==> config.mk <==
export PLATFORM = sky130hd
export DESIGN_NAME = mem_sum_engine
export DESIGN_NICKNAME = d
export VERILOG_FILES = /design/src/rtl/mem_sum_engine.sv
export SDC_FILE = /design/constraint.sdc
export NUM_CORES = 1
export LEC_CHECK = 0
export ABC_AREA = 1
export CAP_MARGIN = 20
export CORE_MARGIN = 2
export CORE_UTILIZATION = 50
export CTS_CLUSTER_DIAMETER = 200
export DETAILED_ROUTE_END_ITERATION = 10
export PLACE_DENSITY_LB_ADDON = 0.15
export SYNTH_ARGS = -nofsm -noshare
export SYNTH_HDL_FRONTEND = slang
export SYNTH_SLANG_ARGS = --single-unit
==> constraint.sdc <==
create_clock -name clk -period 2.62 [get_ports clk]
set_input_delay 0.524 -clock clk [delete_from_list [all_inputs] [get_ports clk]]
set_output_delay 0.524 -clock clk [all_outputs]
set_load 0.005 [all_outputs]
==> src/rtl/mem_sum_engine.sv <==
// Block-sum sequencer: reads count words from base, accumulates sum and unsigned max,
// writes the sum to dst, then pulses done. Outputs decode from registered state only.
module mem_sum_engine #(
    parameter int ADDR_W = 10,
    parameter int DATA_W = 16,
    parameter int CNT_W  = 10
) (
    input  logic              clk,
    input  logic              rst,
    input  logic              start,
    input  logic [ADDR_W-1:0] base_adr,
    input  logic [CNT_W-1:0]  count,
    input  logic [ADDR_W-1:0] dst_adr,
    input  logic [DATA_W-1:0] mem_rdata,
    output logic [ADDR_W-1:0] mem_adr,
    output logic [DATA_W-1:0] mem_wdata,
    output logic              memwen,
    output logic              busy,
    output logic              done,
    output logic [DATA_W-1:0] sum,
    output logic [DATA_W-1:0] max,
    output logic              ovf
);

    typedef enum logic [1:0] {IDLE, READ, WRITE, DONE} state_t;

    state_t            state, state_nxt;
    logic [ADDR_W-1:0] ptr;
    logic [ADDR_W-1:0] dst;
    logic [CNT_W-1:0]  rem;
    logic [DATA_W:0]   add_full;

    // Extra bit keeps the carry-out for the sticky overflow flag.
    assign add_full = {1'b0, sum} + {1'b0, mem_rdata};

    // NOTE: state and datapath registers use non-blocking assignments so every
    // flop samples pre-edge values; blocking here would create ordering races.
    always_ff @(posedge clk or posedge rst) begin
        if (rst) begin
            state <= IDLE;
        end else begin
            state <= state_nxt;
        end
    end

    // NOTE: every signal written in a combinational block gets a default first,
    // so no path leaves it unassigned and no latch is inferred.
    always_comb begin
        state_nxt = state;
        case (state)
            IDLE:  if (start) state_nxt = (count != '0) ? READ : WRITE;
            READ:  if (rem == CNT_W'(1)) state_nxt = WRITE;
            WRITE: state_nxt = DONE;
            DONE:  state_nxt = IDLE;
            default: state_nxt = IDLE;
        endcase
    end

    always_ff @(posedge clk or posedge rst) begin
        if (rst) begin
            ptr <= '0;
            rem <= '0;
            dst <= '0;
            sum <= '0;
            max <= '0;
            ovf <= 1'b0;
        end else begin
            case (state)
                IDLE: begin
                    if (start) begin
                        ptr <= base_adr;
                        rem <= count;
                        dst <= dst_adr;
                        sum <= '0;
                        max <= '0;
                        ovf <= 1'b0;
                    end
                end
                READ: begin
                    sum <= add_full[DATA_W-1:0];
                    ovf <= ovf | add_full[DATA_W];
                    if (mem_rdata > max) max <= mem_rdata;
                    // Natural ADDR_W-bit rollover gives the 1023->0 wrap.
                    ptr <= ptr + ADDR_W'(1);
                    rem <= rem - CNT_W'(1);
                end
                default: ;
            endcase
        end
    end

    always_comb begin
        mem_adr   = '0;
        mem_wdata = '0;
        memwen    = 1'b0;
        busy      = 1'b0;
        done      = 1'b0;
        case (state)
            READ: begin
                mem_adr = ptr;
                busy    = 1'b1;
            end
            WRITE: begin
                mem_adr   = dst;
                mem_wdata = sum;
                memwen    = 1'b1;
                busy      = 1'b1;
            end
            DONE:    done = 1'b1;
            default: ;
        endcase
    end

endmodule

Yosys cells after proc, flatten, opt, wreduce, memory -nomap -nowiden
Cells that the tools add are included.

cells by class
  order comparisons = 1
  equality and inequality tests = 7
  bitwise logic cells = 1
  reductions and logical operators = 8
  muxes and demuxes = 19
  add/subtract/negate cells = 3

operators by type and width
  kind                                                                  number
  16-bit one-hot mux with 2 select lines                                2
  10-bit one-hot mux with 2 select lines                                3
  16-bit 2-to-1 mux                                                     3
  10-bit 2-to-1 mux                                                     2
  16-bit by 16-bit adder with 17-bit output                             1
  16-bit greater-than comparator                                        1
  10-bit by 1-bit adder with 10-bit output, second input constant       1
  10-bit by 1-bit == test with 1-bit output, second input constant      1
  10-bit nonzero test                                                   1
  10-bit by 1-bit subtractor with 10-bit output, second input constant  1
  2-bit one-hot mux with 4 select lines                                 1
  2-bit 2-to-1 mux                                                      3
  2-bit != test, second input constant                                  3
  2-bit AND reduction                                                   3
  2-bit == test, second input constant                                  2
  1-bit 2-to-1 mux                                                      4
  3-bit AND reduction                                                   1
  2-bit by 1-bit == test with 1-bit output, second input constant       1
  2-bit logical NOT                                                     1
  1-bit one-hot mux with 2 select lines                                 1
  2-bit nonzero test                                                    1
  2-bit OR reduction                                                    1
  1-bit bitwise OR                                                      1

word-level totals
  input bits = 49
  bits in registers = 65

Longest topological paths before layout
Gate-level depths: netlist (run 1).

  depth after elaboration = 4
  depth in mapped cells = 17
  gate-level depth less buffers = 16

Worst setup path after synthesis (run 1)
OpenSTA, ideal clock, no wires.

  path type = reg-to-output
  start point = reg state[0]
  end point = out mem_adr[5]
  cell stages (with the launch flop) = 7
  path buffers = 2
  arrival time = 1.417 ns
  path slack = 0.679 ns
  path through = dfrtp_1 -> inv_1 -> ha_1 -> clkbuf_1 -> clkbuf_1 -> nand2_1 -> a21oi_1

on the way
  longest elaborated chain between the ends = 2
  elaborated cells on any way between the ends = 3

RTL lines
  item                                                                       RTL line  RTL
  from (decl)                                                                27        state_t state, state_nxt;
  from (signal assigned)                                                     42        state <= state_nxt;
  2-bit == test or 2-bit by 1-bit == test with 1-bit output (tied branches)  98        case (state)
  10-bit one-hot mux with 2 select lines (*)                                 98
  to (decl)                                                                  15        output logic [ADDR_W-1:0] mem_adr,

Every way passes the cells marked *; elsewhere a longest branch is shown, timed or not.

Worst setup path after layout (run 1)
  start point = reg state[0]
  end point = out mem_wdata[3]

on the way
  longest elaborated chain between the ends = 2

RTL lines
  item               RTL line  RTL
  2-bit == test      98
  16-bit 2-to-1 mux  98
  to (decl)          16        output logic [DATA_W-1:0] mem_wdata,

Every way passes these cells.

==> results of run 1 <==
==> flip-flops by register name, indices dropped and copies added, names as in the netlist <==
signal,count
max,16
sum,16
dst,10
ptr,10
rem,10
state,2
ovf,1
==> worst paths after layout <==
check	from	endpoint	slack [ns]	cells past startpoint
setup / recovery	state[0]	mem_wdata[3]	0.08	6
hold / removal	dst[0]	dst[0]	0.48	2
setup reg to reg	state[1]	sum[8]	0.46	7
hold reg to reg	dst[0]	dst[0]	0.48	2
max in group asynchronous	rst	state[0]	1.44	3
min in group asynchronous	rst	sum[11]	0.49	2
==> cell families after synthesis <==
group,share of synthesized area
and+or+nand+nor,0.3059
AOI/OAI and AO/OA,0.1321
buffers and inverters,0.09839
adders and majority gates,0.1086
DFF,0.3476
xor gates and xnor gates,0.007486
==> layout make-up <==
cell class | instances | area [um^2]
Sequential cell | 65 | 1628
Inverter | 92 | 347.8
Clock inverter | 6 | 67.56
Clock buffer | 10 | 137.6
Fill cell | 789 | 2918
Timing Repair Buffer | 129 | 1281
Tap cell | 111 | 138.9
Multi-Input combinational cell | 501 | 2634
==> tightest hold or removal path, stage by stage (launching register included) <==
cell	delay (ns)
dfrtp_1	0.35
nand2_1	0.05
nand2_1	0.05
==> timing repair <==
| item | CTS | global route |
|---|---|---|
| pin swaps | 0 | 1 |
| endpoints found under the hold margin | 0 | 0 |
| setup buffers | 0 | 2 |
| resized for setup | 4 | 6 |
| setup endpoints to repair | 26 | 26 |
==> layer usage <==
layer,vias to the layer above,share of wire
li1,2411,-
met1,2201,0.45
met2,167,0.46
met3,30,0.066
met4,0,0.024
met5,-,0
==> cell usage in the layout (no fill, tap or decap), types with 2 or more instances in the layout <==
cell type        Yosys  layout
a21o_1               5       5
a21oi_1             45      44
a21oi_2              1       2
a22o_1               3       3
a31oi_1              5       5
buf_12               0       3
buf_4                2      16
clkbuf_8             0      10
clkdlybuf4s50_1      0     110
clkinv_4             0       2
clkinvlp_4           0       2
dfrtp_1             65      64
ha_1                39      36
ha_4                 0       3
inv_1               90      87
inv_2                1       4
nand2_1            232     232
nand2_2              2       2
nand2_4              2       2
nand3_1             44      44
nand3b_1             2       2
nand4_1              4       4
nor2_1              45      45
nor2_2               5       5
nor3_1               5       5
nor4_1               2       2
o211ai_1             4       4
o21ai_0             35      35
o21ai_1              5       5
o21bai_1             3       3
o22ai_1              2       2
xor2_1               4       4
==> stage by stage <==
stage	hold slack [ns]	setup TNS, ns	setup slack (ns)	utilization	std cells
detailed placement	0.4649	0	0.09152	0.6525	896
global route	0.5245	0	0.01650	0.6812	914
global placement	0.4613	0	0.1389	0.6525	896
floorplan	0.4487	0	0.4695	-	681
CTS	0.4866	-0.004565	-0.004565	0.6766	912
finish	0.4834	0	0.08192	0.6812	914
==> power by group <==
part / switching (mW) / total [mW] / internal (mW) / leakage, nW
Sequential: 0.494 / 2.00 / 1.51 / 0.809
Clock: 0.443 / 0.910 / 0.467 / 0.0985
Combinational: 2.61 / 4.68 / 2.07 / 2.32
Total: 3.54 / 7.59 / 4.04 / 3.23
==> results by group, run 1 <==
Synthesis
  – Post-synth cell types: 37
  – Gate Count Post-Synth: 681
  – Async set-reset flop share out of synthesis: 1.000
  – Avg Cell Area, Syn: 6.871 um^2
  – Synth area leaders: dfrtp_1 (35%), nand2_1 (19%), ha_1 (10%)
  – Mapped Area: 4679 um^2
  – Register area share after synthesis: 0.3476
  – Synth warnings: 0
  – Post-synthesis net count: 770
  – Dominant synthesized flop cell: dfrtp_1
  – Post-synth EDFFs: 0
  – #FFs+latches synth: 65
  – Most frequent cell after synthesis: nand2_1
  – Top cell type's share of synthesized area: 0.3476
  – Synth cell count leaders: nand2_1 (232), inv_1 (90), dfrtp_1 (65)
  – Area leader, netlist: dfrtp_1

Clocking
  – Root buffer cell: clkbuf_8
  – Hold-fix buffers, CTS: 0
  – Max Root-Sink Buffers: 2
  – Clk sink count: 65
  – Clk slew on worst S/H paths: 0.08 ns
  – Num CTS Buffers: 9
  – Clk_lat worst skew: 0.36 ns
  – # H-tree levels: 3
  – CTS tree: built

Routing
  – Avg WL per Cell: 14.52 um
  – DRC errors left: 0
  – Via density: 5.261
  – 1st-iter DRT viols: 353
  – Final ANT Viol Nets: 0
  – First-pass iteration count of the detailed router: 5
  – Vias: 4809
  – Detailed Route WL: 13270 um

Timing
  – Max_slew headroom: 0.6448
  – Setup violations, final: 0
  – Worst-margin pin slew: 0.5320 ns
  – Hold Vio Cnt, Final: 0
  – FMAX: 394.0 MHz
  – Fin crit share: 0.9687
  – Clock Skews: 0.009467 ns
  – Max Slew Vio Count: 0
  – Period minus WS final: 2.538 ns
  – RSZ-0062 raised after global routing: no

Critical path
  – Slowest CP cell: clkdlybuf4s50_1
  – CP Launch Type: flop
  – CP arrival: 2.01 ns
  – Critical Path Sink Type: output pin
  – Largest fanout on the critical path: 16
  – Worst-path cell chain: inv_2, ha_4, buf_12, nand2_1, inv_1, clkdlybuf4s50_1
  – Delay-heaviest family, CP: buffers and inverters
  – CP required: 2.10 ns
  – Worst path max stage delay: 0.49 ns
  – CP Class: flop to output pin
  – WP buf/inv: 4

GRT
  – Most crowded layer after global routing: met2
  – M2 GR Usage: 0.4297
  – First-pass GRT wire length: 21850 um
  – Global Route met1 Usage: 0.3754
  – Routing usage on met3: 0.05548
  – Gr usage total: 0.2736
  – Vias in the first global route: 4756
  – GRT overflow: 0
  – Largest net degree at the start of global routing: 34
  – Initial antenna violation count: 0

Floorplanning
  – Ports: 111
  – Row cnt: 35
  – Die ar.: 10150 um^2
  – Die W: 100.7 um
  – Initial core utilization: 0.5113
  – Placeable Area: 9153 um^2
  – Die height: 100.7 um

Place
  – DP Wirelength: 9736 um
  – GPL Wtd Cong: 0.9167
  – Placed Area: 5972 um^2
  – Number of buffers added on ports: 110

Status
  – Status: finished clean

Layout
  – Design area: 6235 um^2
  – Layout Nets: 887
  – N_diodes: 0
  – Area growth, synth to finish: 33.24%
  – Share of cells above drive strength 1: 0.07223

Power and ir drop
  – Tot Pwr: 7.589 mW
  – Pwr dens: 1217 nW/um^2
  – VDD IR max: 0.6470 mV
  – Leakage: 3.232 nW

Run
  – Max-cap viol count: 0

Min path
  – Min-delay worst type: flop to flop
No activity file was read; power rests on OpenSTA's default activity.
==> run 2, diff against run 1 <==
PLACE_DENSITY_LB_ADDON = 0.12   (was 0.15)
==> results by group, run 2 (same netlist as run 1, synthesis figures left out) <==
Status
  – Status: finished clean

GRT
  – Vias in the first global route: 4537
  – Largest net degree at the start of global routing: 66
  – GRT overflow: 0
  – Initial antenna violation count: 0
  – Gr usage total: 0.2650
  – First-pass GRT wire length: 21430 um

Floorplanning
  – Die ar.: 10150 um^2
  – Initial core utilization: 0.5113
  – Row cnt: 35
  – Die height: 100.7 um
  – Placeable Area: 9153 um^2
  – Ports: 111
  – Die W: 100.7 um

Critical path
  – CP required: 2.10 ns
  – Worst-path cell chain: inv_2, ha_4, nand2_1, a21oi_1, clkdlybuf4s50_1
  – Worst Setup EP: mem_adr[5]
  – Reg2reg path depth: 9
  – R2r setup slk: 0.24 ns
  – CP Class: flop to output pin
  – Slowest CP cell: clkdlybuf4s50_1
  – Worst path max stage delay: 0.52 ns
  – Critical Path Sink Type: output pin
  – CP arrival: 1.98 ns
  – CP Launch Type: flop
  – CP startpoint: state[1]
  – Largest fanout on the critical path: 15
  – Worst reg2reg path endpoint: sum[7]
  – R2r startpoint: state[1]

Layout
  – N_diodes: 0
  – Area of the multi-input gates: 2630 um^2
  – Fill cell count: 803
  – Area growth, synth to finish: 33.66%
  – Most frequent cells in the layout: nand2_1 (232), clkdlybuf4s50_1 (110), inv_1 (88), dfrtp_1 (65)
  – Leading cell type in the layout, fill and taps excluded: nand2_1
  – Largest regs: max (16), sum (16)
  – Share of cells above drive strength 1: 0.06957
  – Reg area: 1627 um^2
  – Layout Nets: 889

Clocking
  – Hold-fix buffers, CTS: 0
  – Clk sink count: 65
  – Clk_lat worst skew: 0.35 ns
  – # H-tree levels: 3
  – Max Root-Sink Buffers: 2
  – Clk slew on worst S/H paths: 0.09 ns
  – Num CTS Buffers: 9
  – CTS tree: built
  – Root buffer cell: clkbuf_8

Routing
  – Via density: 5.207
  – First-pass iteration count of the detailed router: 5
  – Detailed Route WL: 12810 um
  – 1st-iter DRT viols: 267
  – DRC errors left: 0
  – Avg WL per Cell: 13.99 um
  – Vias: 4770
  – Final ANT Viol Nets: 0

Place
  – GPL Wtd Cong: 0.9008
  – DP Wirelength: 9420 um
  – Number of buffers added on ports: 110

Timing
  – Hold_ws: 0.4861 ns
  – FMAX: 398.8 MHz
  – RSZ-0062 raised after global routing: no
  – Max Slew Vio Count: 0
  – Hold Vio Cnt, Final: 0
  – TNS Setup: 0 ns
  – Setup violations, final: 0
  – Fin crit share: 0.9571
  – Worst-margin pin slew: 0.5221 ns
  – Period minus WS final: 2.508 ns
  – Clock Skews: 0.01658 ns
  – Max_slew headroom: 0.6514

Power and ir drop
  – Pwr dens: 1221 nW/um^2
  – VDD IR max: 0.7505 mV
  – Leakage: 3.257 nW

Min path
  – Min-delay worst type: flop to flop

Run
  – Max-cap viol count: 0
-- run 2: worst min path at each step --
stage          startpoint      to  slack [ns]  depth (start not counted)
2_1_floorplan      dst[0]  dst[0]        0.45                          2
3_3_place_gp       dst[6]  dst[6]        0.46                          2
3_5_place_dp       dst[5]  dst[5]        0.47                          2
4_1_cts            dst[1]  dst[1]        0.49                          2
5_1_grt            dst[2]  dst[2]        0.52                          2
6_report           dst[2]  dst[2]        0.49                          2
-- run 2: metal layers --
metal	part of all wire	vias to the layer above	global-route usage
met4	0.015	0	0.07903
li1	-	2416	-
met2	0.45	175	0.4000
met5	0	-	0
met1	0.48	2160	0.3952
met3	0.059	19	0.03675
-- run 2: worst max-delay path: cells and delay by family (launching register included) --
family | cells | cell delay, ns
AND/OR/NAND/NOR | 1 | 0.13
flip-flops | 1 | 0.44
adder cells (fa/ha/maj) | 1 | 0.24
buffers and inverters | 2 | 0.65
AO/OA/AOI/OAI | 1 | 0.17
-- run 2: metrics by stage --
stage               power [mW]  utilization  setup slack [ns]  instances  instance area (um^2)
finish                   7.636       0.6834            0.1124        916                  6255
global route             8.377       0.6834          0.008854        916                  6255
CTS                      7.552       0.6783           0.01330        913                  6208
detailed placement       6.472       0.6511           0.04469        896                  5959
global placement         6.319       0.6511            0.1381        896                  5959
floorplan                4.764            -            0.4695        681                  4679
-- run 2: what timing repair did --
action,4_1_cts,5_1_grt
gates cloned,0,0
endpoints found under the setup margin,27,22
endpoints found under the hold margin,0,0
buffers inserted,1,3
pin swaps,0,2
resized for setup,3,4
-- run 2: cell type report --
cell class / instances / share of cell area
clock buffer: 11 / 0.02260
inverter: 92 / 0.05561
clock inverter: 5 / 0.01380
sequential: 65 / 0.2601
tap: 111 / 0.02220
multi-input combinational: 501 / 0.4205
timing repair buffer: 131 / 0.2052
-- run 2: where the power goes --
part	total, mW	internal [mW]	switching (mW)
combinational	4.64	2.08	2.56
clock	1.00	0.571	0.431
sequential	1.99	1.51	0.483
total	7.64	4.16	3.48
